<file path="src/rtl/alu_arbiter.sv">
// rtl/alu_arbiter.sv - round-robin arbiter sharing one registered alu among NUM_REQ requesters
// Holds one response slot; a new request may issue when the slot is empty or draining.
module alu_arbiter #(
  parameter int NUM_REQ = 4,
  parameter int ID_W    = 2
) (
  input  logic                   clock_in,
  input  logic                   reset_in,
  input  logic [NUM_REQ-1:0]     req_valid_in,
  output logic [NUM_REQ-1:0]     req_ready_out,
  input  logic [3*NUM_REQ-1:0]   req_opcode_in,
  input  logic [8*NUM_REQ-1:0]   req_operand1_in,
  input  logic [8*NUM_REQ-1:0]   req_operand2_in,
  output logic                   alu_enable_out,
  output logic [2:0]             alu_opcode_out,
  output logic [7:0]             alu_input1_out,
  output logic [7:0]             alu_input2_out,
  input  logic [7:0]             alu_result_in,
  output logic                   resp_valid_out,
  input  logic                   resp_ready_in,
  output logic [ID_W-1:0]        resp_id_out,
  output logic [7:0]             resp_data_out,
  output logic                   resp_error_out,
  output logic [15:0]            grant_count_out
);

  localparam logic [2:0] OP_LAST_LEGAL = 3'd4;

  logic [ID_W-1:0] rr_ptr_q, rr_ptr_d;
  logic            inflight_valid_q, inflight_valid_d;
  logic [ID_W-1:0] inflight_id_q, inflight_id_d;
  logic            error_q, error_d;
  logic [15:0]     grant_count_q, grant_count_d;

  logic            found;
  logic [ID_W:0]   idx;
  logic [ID_W-1:0] win_id;
  logic [2:0]      win_opcode;
  logic [7:0]      win_op1;
  logic [7:0]      win_op2;
  logic            win_illegal;
  logic            can_issue;
  logic            transfer;

  // Search starts at rr_ptr and wraps; the first valid requester wins.
  always_comb begin
    found  = 1'b0;
    idx    = '0;
    win_id = '0;
    for (int k = 0; k < NUM_REQ; k++) begin
      idx = {1'b0, rr_ptr_q} + (ID_W+1)'(k);
      if (idx >= (ID_W+1)'(NUM_REQ)) begin
        idx = idx - (ID_W+1)'(NUM_REQ);
      end
      if (!found && req_valid_in[idx[ID_W-1:0]]) begin
        found  = 1'b1;
        win_id = idx[ID_W-1:0];
      end
    end
  end

  assign win_opcode  = req_opcode_in[3*win_id +: 3];
  assign win_op1     = req_operand1_in[8*win_id +: 8];
  assign win_op2     = req_operand2_in[8*win_id +: 8];
  assign win_illegal = (win_opcode > OP_LAST_LEGAL);

  assign can_issue = !inflight_valid_q || resp_ready_in;
  assign transfer  = found && can_issue && !reset_in;

  assign req_ready_out  = transfer ? (NUM_REQ'(1) << win_id) : '0;
  assign alu_enable_out = transfer && !win_illegal;
  assign alu_opcode_out = alu_enable_out ? win_opcode : 3'd0;
  assign alu_input1_out = alu_enable_out ? win_op1 : 8'd0;
  assign alu_input2_out = alu_enable_out ? win_op2 : 8'd0;

  always_comb begin
    rr_ptr_d         = rr_ptr_q;
    inflight_valid_d = inflight_valid_q;
    inflight_id_d    = inflight_id_q;
    error_d          = error_q;
    grant_count_d    = grant_count_q;
    if (transfer) begin
      rr_ptr_d         = (win_id == ID_W'(NUM_REQ-1)) ? '0 : win_id + 1'b1;
      inflight_valid_d = 1'b1;
      inflight_id_d    = win_id;
      error_d          = win_illegal;
      grant_count_d    = grant_count_q + 16'd1;
    end else if (inflight_valid_q && resp_ready_in) begin
      inflight_valid_d = 1'b0;
    end
  end

  always_ff @(posedge clock_in) begin
    if (reset_in) begin
      rr_ptr_q         <= '0;
      inflight_valid_q <= 1'b0;
      inflight_id_q    <= '0;
      error_q          <= 1'b0;
      grant_count_q    <= '0;
    end else begin
      rr_ptr_q         <= rr_ptr_d;
      inflight_valid_q <= inflight_valid_d;
      inflight_id_q    <= inflight_id_d;
      error_q          <= error_d;
      grant_count_q    <= grant_count_d;
    end
  end

  // The alu result is only meaningful for legal opcodes; errors report zero.
  assign resp_valid_out  = inflight_valid_q;
  assign resp_id_out     = inflight_id_q;
  assign resp_error_out  = error_q;
  assign resp_data_out   = error_q ? 8'd0 : alu_result_in;
  assign grant_count_out = grant_count_q;

endmodule

</file>
<file path="config.mk">
export PLATFORM = sky130hd
export DESIGN_NAME = alu_arbiter
export DESIGN_NICKNAME = d
export VERILOG_FILES = /design/src/rtl/alu_arbiter.sv
export SDC_FILE = /design/constraint.sdc
export NUM_CORES = 1
export LEC_CHECK = 0
export ABC_AREA = 1
export BUFFER_PORTS_ARGS = -buffer_cell sky130_fd_sc_hd__buf_2
export CAP_MARGIN = 20
export CORE_MARGIN = 10
export CORE_UTILIZATION = 48
export DETAILED_ROUTE_END_ITERATION = 10
export PLACE_DENSITY_LB_ADDON = 0.3
export SLEW_MARGIN = 20
export SYNTH_ARGS = -nofsm -noshare
export SYNTH_HDL_FRONTEND = slang
export SYNTH_SLANG_ARGS = --single-unit
</file>
<file path="constraint.sdc">
create_clock -name clock_in -period 3.6 [get_ports clock_in]
set_input_delay 0.36 -clock clock_in [delete_from_list [all_inputs] [get_ports clock_in]]
set_output_delay 0.36 -clock clock_in [all_outputs]
set_load 0.05 [all_outputs]
</file>
==> flow_summary.ini, run 1 <==
[die]
rows = 25
coreArea_sq_um = 4720
die_h_um = 90.0
die_w_um = 90.0
initial_utilization_pct = 49.7
dieArea_sq_um = 8090
io-pin-count = 143

[clock_tree]
cts.path.max_buffers = 2
clkTransAtPathRegs_ns = 0.08
cts_buffers = 3
post_cts_resized = 0
h-tree-depth = 1
cts_tree = done
cts_setup_buffers = 0
clk_latency_ns = 0.26
hold_buffers = 0
clock-sinks = 22
root_buffer = clkbuf_8

[worst_setup_path]
cp.arrival_ns = 2.90
end_kind = primary output
timing_worst_setup_path_type = register to primary output
crit_start = rr_ptr_q[0]$_SDFFE_PP0P_
critPathMaxFanout = 36
start_kind = register
crit_required_ns = 3.24
r2r_start = rr_ptr_q[0]$_SDFFE_PP0P_

[yosys]
yosysMostFrequentCell = nand2_1
yosys-top-cells-count = 82 x nand2_1, 71 x inv_1, 47 x nor2_1
synth-async-reset-ratio_pct = 0
synth_cell_types = 35
synth_area_per_cell_sq_um = 5.95
ys_warn_count = 0
yosysTopAreaCellShare_pct = 18.7
synthTopCellsByArea = dfxtp_1 19%, nand2_1 13%, inv_1 11%
synth_edf_count = 0
syn_nets = 491
syn-cell-area_sq_um = 2350
ys_ff_latch = 22
synth_cells = 395
yosysTopAreaCell = dfxtp_1
yosysSeqAreaShare_pct = 18.7
ys.flop_type = dfxtp_1

[timing]
max_freq_mhz = 306
fin_worst_skew_ns = 0.00761
period_needed_ns = 3.26
slew_headroom_pct = 69.3
hold_viol = 0
rsz0062_at_grt = false
setup_viol = 0
fin_tns_setup_ns = 0
finalMaxSlewViolations = 0
period_share_pct = 90.7
worstMarginPinSlew_ns = 0.459

[finish]
drive_gt1_share_pct = 36.6
diodes = 0
final_nets = 624
area_growth_pct = 32.4
final_cells = 594

[power_and_ir_drop]
share_comb_of_total_power_pct = 85.0
peakVddDrop_uv = 753
clkPwrFrac_pct = 5.3
p_int_mw = 1.13
power_switching_share_pct = 66.1
p_total_mw = 3.32
p_leak_nw = 1.77
p_sw_mw = 2.20
p_per_area_nw_per_um2 = 1070
pwr-share-seq_pct = 9.7

[global_route]
grt_pass1_vias = 2856
grt_max_degree = 38
track_usage_pct = 17.5
grt_pass1_wl_um = 12600
grt_antenna_before_repair = 0
gr-total-overflow = 0

[detailed_routing]
routed_via_density = 4.81
dr.first_iter.drc_count = 100
route.vias.total = 2858
postRouteAntennaNets = 0
wl_per_cell_um = 12.7
drc = 0
wl_um = 7570
dr.pass1.iters = 5

[placed_design]
port_buffers = 142
gp_congestion = 0.900
hpwl_um = 6290
dp.cells = 590

[min_path]
hp-class = input pin to register
hp-start = reset_in

[job]
drv_cap = 0

[outcome]
status = completed
## routing by layer
metal	vias to the layer above	wire, um	track usage, %
met1	1251	3200	19.6
li1	1504	-	-
met2	93	3740	32.3
met5	-	0	0
met4	0	110	2.79
met3	10	522	4.99
## power groups by stage
stage | registers, mW | clock network (mW) | logic (mW)
after global placement | 0.324 | 0 | 2.80
after global routing | 0.328 | 0.191 | 3.13
after CTS | 0.321 | 0.179 | 2.85
final | 0.321 | 0.177 | 2.83
after detailed placement | 0.327 | 0 | 2.84
after floorplan | 0.387 | 0 | 2.37
## worst paths after layout
path | end | slack (ns) | cells past startpoint
max reg2reg | rr_ptr_q[1]$_SDFFE_PP0P_ | 1.01 | 11
max | alu_input1_out[1] | 0.34 | 14
min reg2reg | grant_count_out[8]$_SDFFE_PP0P_ | 0.47 | 2
min | rr_ptr_q[0]$_SDFFE_PP0P_ | 0.38 | 2
## per-stage QoR
step                hold WS, ns  area (sq um)  worst slack (ns)  utilization [%]
floorplan                 0.538          2350             0.625                -
global placement          0.447          3060             0.717             64.7
detailed placement        0.454          3060             0.653             64.7
CTS                       0.372          3110             0.338             65.9
global route              0.389          3110            0.0165             65.9
finish                    0.383          3110             0.336             65.9
## cells in the final DEF (no fill, tap or decap)
cell      synthesis  routed
buf_2            10     142
nand2_1          82      82
inv_1            71      71
nor2_1           47      47
o21ai_0          42      42
dfxtp_1          22      22
o22ai_1          16      16
a21oi_1          15      15
nand3_1          13      13
nand2_2          11      11
nor2_4           10      10
inv_2             7       7
nand3_2           5       5
nand4_1           5       5
ha_1              5       5
nor3_1            4       4
clkbuf_8          0       4
nand2_4           3       3
nor3b_1           3       3
buf_4             0       3
nand3_4           2       2
o21ai_1           2       2
nor4_1            2       2
o21a_1            2       2
nor2_8            1       1
nor2_2            1       1
inv_4             1       1
o211ai_2          1       1
o21ai_2           1       1
nand2_8           1       1
xnor2_1           1       1
a31oi_1           1       1
o21bai_1          1       1
## worst max-delay path: stages (launching register included)
cell and delay [ns]:
dfxtp_1 0.47, inv_2 0.14, nand2_1 0.12, nand3_1 0.10, nand2_1 0.11, nand2_1 0.11, nand3_2 0.14, nand3_4 0.33
buf_4 0.34, nand2_1 0.07, o21ai_0 0.07, o22ai_1 0.18, inv_1 0.06, nor2_1 0.10, buf_2 0.28
## registers in the layout, indices dropped and copies added (netlist names)
signal,cells
grant_count_out,16
resp_id_out,2
resp_error_out,1
rr_ptr_q,2
resp_valid_out,1
## logic make-up (layout without fill, tap and decap cells)
group | Yosys count | after routing | synth area share, %
XOR/XNOR | 1 | 1 | 0.373
buffers and inverters | 96 | 228 | 17.5
adder cells (fa/ha/maj) | 5 | 5 | 2.66
flip-flops | 22 | 22 | 18.7
AND/OR/NAND/NOR | 190 | 190 | 41.8
AO/OA/AOI/OAI | 81 | 81 | 19.0
## layout make-up
type,count,area [sq um]
tap,67,83.8
fill,439,1610
sequential,22,440
multi-input combinational,277,1500
inverter,79,299
clock buffer,4,55.1
timing repair buffer,145,733
(Power assumes the default switching activity.)
==> run 2, diff against run 1 <==
--- a/config.mk
+++ b/config.mk
@@ -9,7 +9,7 @@
 export BUFFER_PORTS_ARGS = -buffer_cell sky130_fd_sc_hd__buf_2
 export CAP_MARGIN = 20
 export CORE_MARGIN = 10
-export CORE_UTILIZATION = 48
+export CORE_UTILIZATION = 40
 export DETAILED_ROUTE_END_ITERATION = 10
 export PLACE_DENSITY_LB_ADDON = 0.3
 export SLEW_MARGIN = 20
==> run 2 against run 1 <==
Critical endpoint is now alu_input1_out[0]; flip-flop and latch count unchanged; sequential share of layout area up 0.10 points; final area down 0.44%; total power about the same; critical path type unchanged; non-clock buffer count down 1; via count down 0.59%; first-iteration DRC count up 16%; cell count up 0.51%; worst hold slack better by 0.012 ns; wire length up 6.8%; sequential power up 2%.
==> flow_summary.ini, run 2 (synthesis gave the netlist of run 1 again) <==
[global_route]
grt_max_degree = 38
gr-total-overflow = 0
grt_pass1_wl_um = 12900
grt_pass1_vias = 2654
track_usage_pct = 15.8
grt_antenna_before_repair = 0

[finish]
area_growth_pct = 31.8
diodes = 0
nFillCells = 584
postLayoutCoreUtil_pct = 55.2
multi_input_area_sq_um = 1500
layout_commonest_cell = buf_2
final_cell_mix = 142 x buf_2, 82 x nand2_1, 71 x inv_1
final-seq-area_sq_um = 442
largest_reg_flops = 16
final_nets = 623
drive_gt1_share_pct = 36.6

[timing]
max_freq_mhz = 306
postLayoutSetupSlackWorst_ns = 0.334
slew_headroom_pct = 68.9
finalMaxSlewViolations = 0
hold_viol = 0
period_needed_ns = 3.27
fin_worst_skew_ns = 0.00129
period_share_pct = 90.7
fin_tns_setup_ns = 0
rsz0062_at_grt = false
whs_ns = 0.395
worstMarginPinSlew_ns = 0.466
setup_viol = 0

[placed_design]
port_buffers = 142
hpwl_um = 6600
pre_cts_slack_ns = 0.477
gp_congestion = 0.906

[min_path]
hp-class = input pin to register

[clock_tree]
clk_latency_ns = 0.26
h-tree-depth = 1
cts_buffers = 3
clock-sinks = 22
cts_tree = done
root_buffer = clkbuf_8
cts_setup_buffers = 0
clkTransAtPathRegs_ns = 0.08
cts.path.max_buffers = 2

[die]
io-pin-count = 143
die_h_um = 96.6
coreArea_sq_um = 5610
initial_utilization_pct = 41.9
dieArea_sq_um = 9340
rows = 27
die_w_um = 96.6

[outcome]
status = completed

[power_and_ir_drop]
p_per_area_nw_per_um2 = 1070
peakVddDrop_uv = 596
p_leak_nw = 1.75

[worst_setup_path]
critPathMaxFanout = 31
r2r-end = rr_ptr_q[1]$_SDFFE_PP0P_
end_kind = primary output
start_kind = register
worstRegToRegCells = 11
crit_required_ns = 3.24
cp.arrival_ns = 2.91
r2r_slack_ns = 1.15
timing_worst_setup_path_type = register to primary output
crit_start = rr_ptr_q[0]$_SDFFE_PP0P_
crit_end = alu_input1_out[0]
r2r_start = rr_ptr_q[0]$_SDFFE_PP0P_

[detailed_routing]
postRouteAntennaNets = 0
dr.first_iter.drc_count = 116
dr.pass1.iters = 4
drc = 0
routed_via_density = 4.76
route.vias.total = 2841
wl_um = 8080
wl_per_cell_um = 13.5

[job]
drv_cap = 0
run 2: changes by cell type in the layout (fill, tap and decap cells not counted), sizes merged:
cell | before | now
buf | 145 | 144
clkbuf | 4 | 3
run 2: worst min-delay path by stage:
stage / startpoint / to / slack (ns) / depth (start not counted)
finish: reset_in / rr_ptr_q[0]$_SDFFE_PP0P_ / 0.39 / 2
global route: reset_in / rr_ptr_q[0]$_SDFFE_PP0P_ / 0.40 / 2
CTS: reset_in / rr_ptr_q[0]$_SDFFE_PP0P_ / 0.39 / 2
detailed placement: grant_count_out[8]$_SDFFE_PP0P_ / grant_count_out[8]$_SDFFE_PP0P_ / 0.46 / 2
global placement: grant_count_out[8]$_SDFFE_PP0P_ / grant_count_out[8]$_SDFFE_PP0P_ / 0.44 / 2
floorplan: rr_ptr_q[1]$_SDFFE_PP0P_ / rr_ptr_q[1]$_SDFFE_PP0P_ / 0.54 / 2
run 2: cell type report:
type | count | area share (%)
Inverter | 79 | 9.66
Clock buffer | 3 | 1.33
Tap cell | 72 | 2.91
Multi-Input combinational cell | 277 | 48.4
Sequential cell | 22 | 14.3
Timing Repair Buffer | 144 | 23.4
run 2: metal layers:
layer	up-vias	global-route usage [%]	wire, um
li1	1505	-	-
met2	104	27.5	3840
met1	1224	18.9	3540
met5	-	0	0
met4	0	2.59	108
met3	8	4.47	593
run 2: worst max-delay path, cell delays in order, from the launching register on:
cell	delay [ns]
dfxtp_2	0.46
inv_2	0.13
nand2_1	0.10
nand2_2	0.09
nand2_2	0.08
nand2_2	0.09
nor2_8	0.11
nand3_4	0.13
nand3_4	0.33
buf_4	0.34
o21ai_0	0.14
o22ai_1	0.19
inv_1	0.07
nor2_1	0.10
buf_2	0.27
run 2: where the power goes:
group          internal, mW  leakage (nW)  switching [mW]  total [mW]
logic                 0.748          1.55            2.09        2.84
registers             0.277         0.180          0.0516       0.329
clock network        0.0747        0.0216          0.0780       0.153
run 2: metrics by stage:
| step | instances | total power, mW | area (sq um) |
|---|---|---|---|
| 2_1_floorplan | 395 | 2.75 | 2350 |
| 3_3_place_gp | 594 | 3.14 | 3050 |
| 3_5_place_dp | 594 | 3.16 | 3050 |
| 4_1_cts | 597 | 3.33 | 3100 |
| 5_1_grt | 597 | 3.62 | 3100 |
| 6_report | 597 | 3.32 | 3100 |
run 2: what timing repair did:
action	in CTS	in global routing
resized for setup	0	1
endpoints found under the setup margin	0	19
hold buffers	0	0
==> run 3, diff against run 2 <==
==> constraint.sdc (replaced) <==
create_clock -name clock_in -period 3 [get_ports clock_in]
set_input_delay 0.3 -clock clock_in [delete_from_list [all_inputs] [get_ports clock_in]]
set_output_delay 0.3 -clock clock_in [all_outputs]
set_load 0.05 [all_outputs]
==> run 3 against run 2 <==
Sequential share of layout area shrank 0.84 points; largest cell class unchanged; highest routed layer unchanged; total power grew 35%; register-to-register slack lost 0.39 ns; largest power group unchanged.
==> flow_summary.ini, run 3 (synthesis gave the netlist of run 1 again) <==
[global_route]
gr-total-overflow = 0
grt_pass1_vias = 2716
grt_max_degree = 28
track_usage_pct = 16.2
grt_pass1_wl_um = 13300
grt_antenna_before_repair = 0

[die]
coreArea_sq_um = 5610
rows = 27
dieArea_sq_um = 9340
die_h_um = 96.6
initial_utilization_pct = 41.9
io-pin-count = 143
die_w_um = 96.6

[timing]
period_share_pct = 95.1
hold_viol = 0
fin_tns_setup_ns = 0
postLayoutSetupSlackWorst_ns = 0.146
rsz0062_at_grt = true
setup_viol = 0
fin_worst_skew_ns = 0.00405
period_needed_ns = 2.85
worstMarginPinSlew_ns = 0.458
max_freq_mhz = 350
slew_headroom_pct = 69.4
finalMaxSlewViolations = 0

[min_path]
hp-start = reset_in
whs_path_depth = 2
worstHoldEndpoint = rr_ptr_q[0]$_SDFFE_PP0P_
hp-class = input pin to register

[finish]
layout_commonest_cell = buf_2
largest_reg_flops = 16
final_cell_mix = 122 x buf_2, 82 x nand2_1, 71 x inv_1
postLayoutCoreUtil_pct = 58.9
final_cells = 605
final_nets = 631
area_growth_pct = 40.5
drive_gt1_share_pct = 39.2
finalInstanceArea_sq_um = 3300
diodes = 0
nFillCells = 559

[placed_design]
port_buffers = 142
gp_congestion = 0.894
placed_cell_area_sq_um = 3070
dp.cells = 596
pre_cts_slack_ns = 0.168
hpwl_um = 6670

[clock_tree]
clock-sinks = 22
cts_buffers = 3
cts_tree = done
cts.path.max_buffers = 2
h-tree-depth = 1
root_buffer = clkbuf_8
clk_latency_ns = 0.26
clkTransAtPathRegs_ns = 0.07

[detailed_routing]
drc = 0
routed_via_density = 4.89
dr.first_iter.drc_count = 125
postRouteAntennaNets = 0
dr.pass1.iters = 4
wl_per_cell_um = 14.3
route.vias.total = 2961
wl_um = 8640

[worst_setup_path]
start_kind = register
cp.arrival_ns = 2.55
crit_required_ns = 2.70
r2r_start = rr_ptr_q[0]$_SDFFE_PP0P_
worstRegToRegCells = 16
end_kind = primary output
r2r_slack_ns = 0.76
r2r-end = grant_count_out[15]$_SDFFE_PP0P_
timing_worst_setup_path_type = register to primary output
critPathMaxFanout = 16

[job]
drv_cap = 0

[power_and_ir_drop]
p_per_area_nw_per_um2 = 1360
peakVddDrop_uv = 985
p_leak_nw = 1.81

[outcome]
status = completed
[run 3: cell types whose count changed in the layout (fill, tap and decap cells not counted), sizes merged]
| cell | before | now |
|---|---|---|
| nand2 | 97 | 98 |
| buf | 144 | 148 |
| clkbuf | 3 | 4 |
| nand3 | 20 | 22 |
[run 3: report_power, final]
| part | leakage [nW] | internal (mW) | switching, mW | total [mW] |
|---|---|---|---|---|
| clock | 0.0216 | 0.0895 | 0.0909 | 0.180 |
| sequential | 0.180 | 0.334 | 0.0516 | 0.386 |
| combinational | 1.61 | 1.20 | 2.72 | 3.93 |
| total | 1.81 | 1.63 | 2.87 | 4.49 |
[run 3: repair_timing]
| action | CTS | global route |
|---|---|---|
| buffers inserted | 0 | 3 |
| hold buffers | 0 | 0 |
| resized for setup | 10 | 45 |
| pin swaps | 0 | 2 |
| endpoints found under the setup margin | 21 | 23 |
| gates cloned | 1 | 2 |
[run 3: layer usage]
metal	global-route usage (%)	wire length (um)	up-vias
met1	19.7	3630	1328
met3	3.12	598	4
met4	2.48	31	0
li1	-	-	1526
met5	0	0	-
met2	28.9	4370	103
[run 3: worst max path at each step]
stage	startpoint	endpoint	slack, ns	cells past startpoint
after floorplan	rr_ptr_q[0]$_SDFFE_PP0P_	alu_opcode_out[2]	0.08	13
after global placement	rr_ptr_q[0]$_SDFFE_PP0P_	alu_input1_out[1]	0.23	16
after detailed placement	rr_ptr_q[0]$_SDFFE_PP0P_	alu_opcode_out[0]	0.17	16
after CTS	rr_ptr_q[0]$_SDFFE_PP0P_	alu_input2_out[1]	0.01	16
after global routing	rr_ptr_q[0]$_SDFFE_PP0P_	alu_input1_out[3]	-0.01	16
final	rr_ptr_q[0]$_SDFFE_PP0P_	alu_input2_out[7]	0.15	16
[run 3: metrics by stage]
stage / hold WS (ns) / power (mW)
2_1_floorplan: 0.538 / 3.31
3_3_place_gp: 0.443 / 3.78
3_5_place_dp: 0.452 / 3.83
4_1_cts: 0.325 / 4.12
5_1_grt: 0.359 / 4.84
6_report: 0.326 / 4.49
[run 3: critical path, cell delays in order, from the launching register on]
cell and delay (ns):
dfxtp_2 0.37, buf_4 0.17, nand2_1 0.10, nand3_2 0.09
nand2_2 0.10, nor2_8 0.15, nand3_1 0.09, nand3_2 0.08
nand2_4 0.09, inv_6 0.13, nand3_1 0.09, nand2_1 0.12
nand2_2 0.09, nand2_4 0.14, nand2_8 0.13, nor2_2 0.16
buf_6 0.18
[run 3: final cells by class]
type | count | area [sq um] | area share, %
Timing Repair Buffer | 149 | 858 | 26.0
Clock buffer | 3 | 41.3 | 1.25
Multi-Input combinational cell | 280 | 1570 | 47.5
Sequential cell | 22 | 443 | 13.4
Tap cell | 72 | 90.1 | 2.73
Inverter | 79 | 302 | 9.14
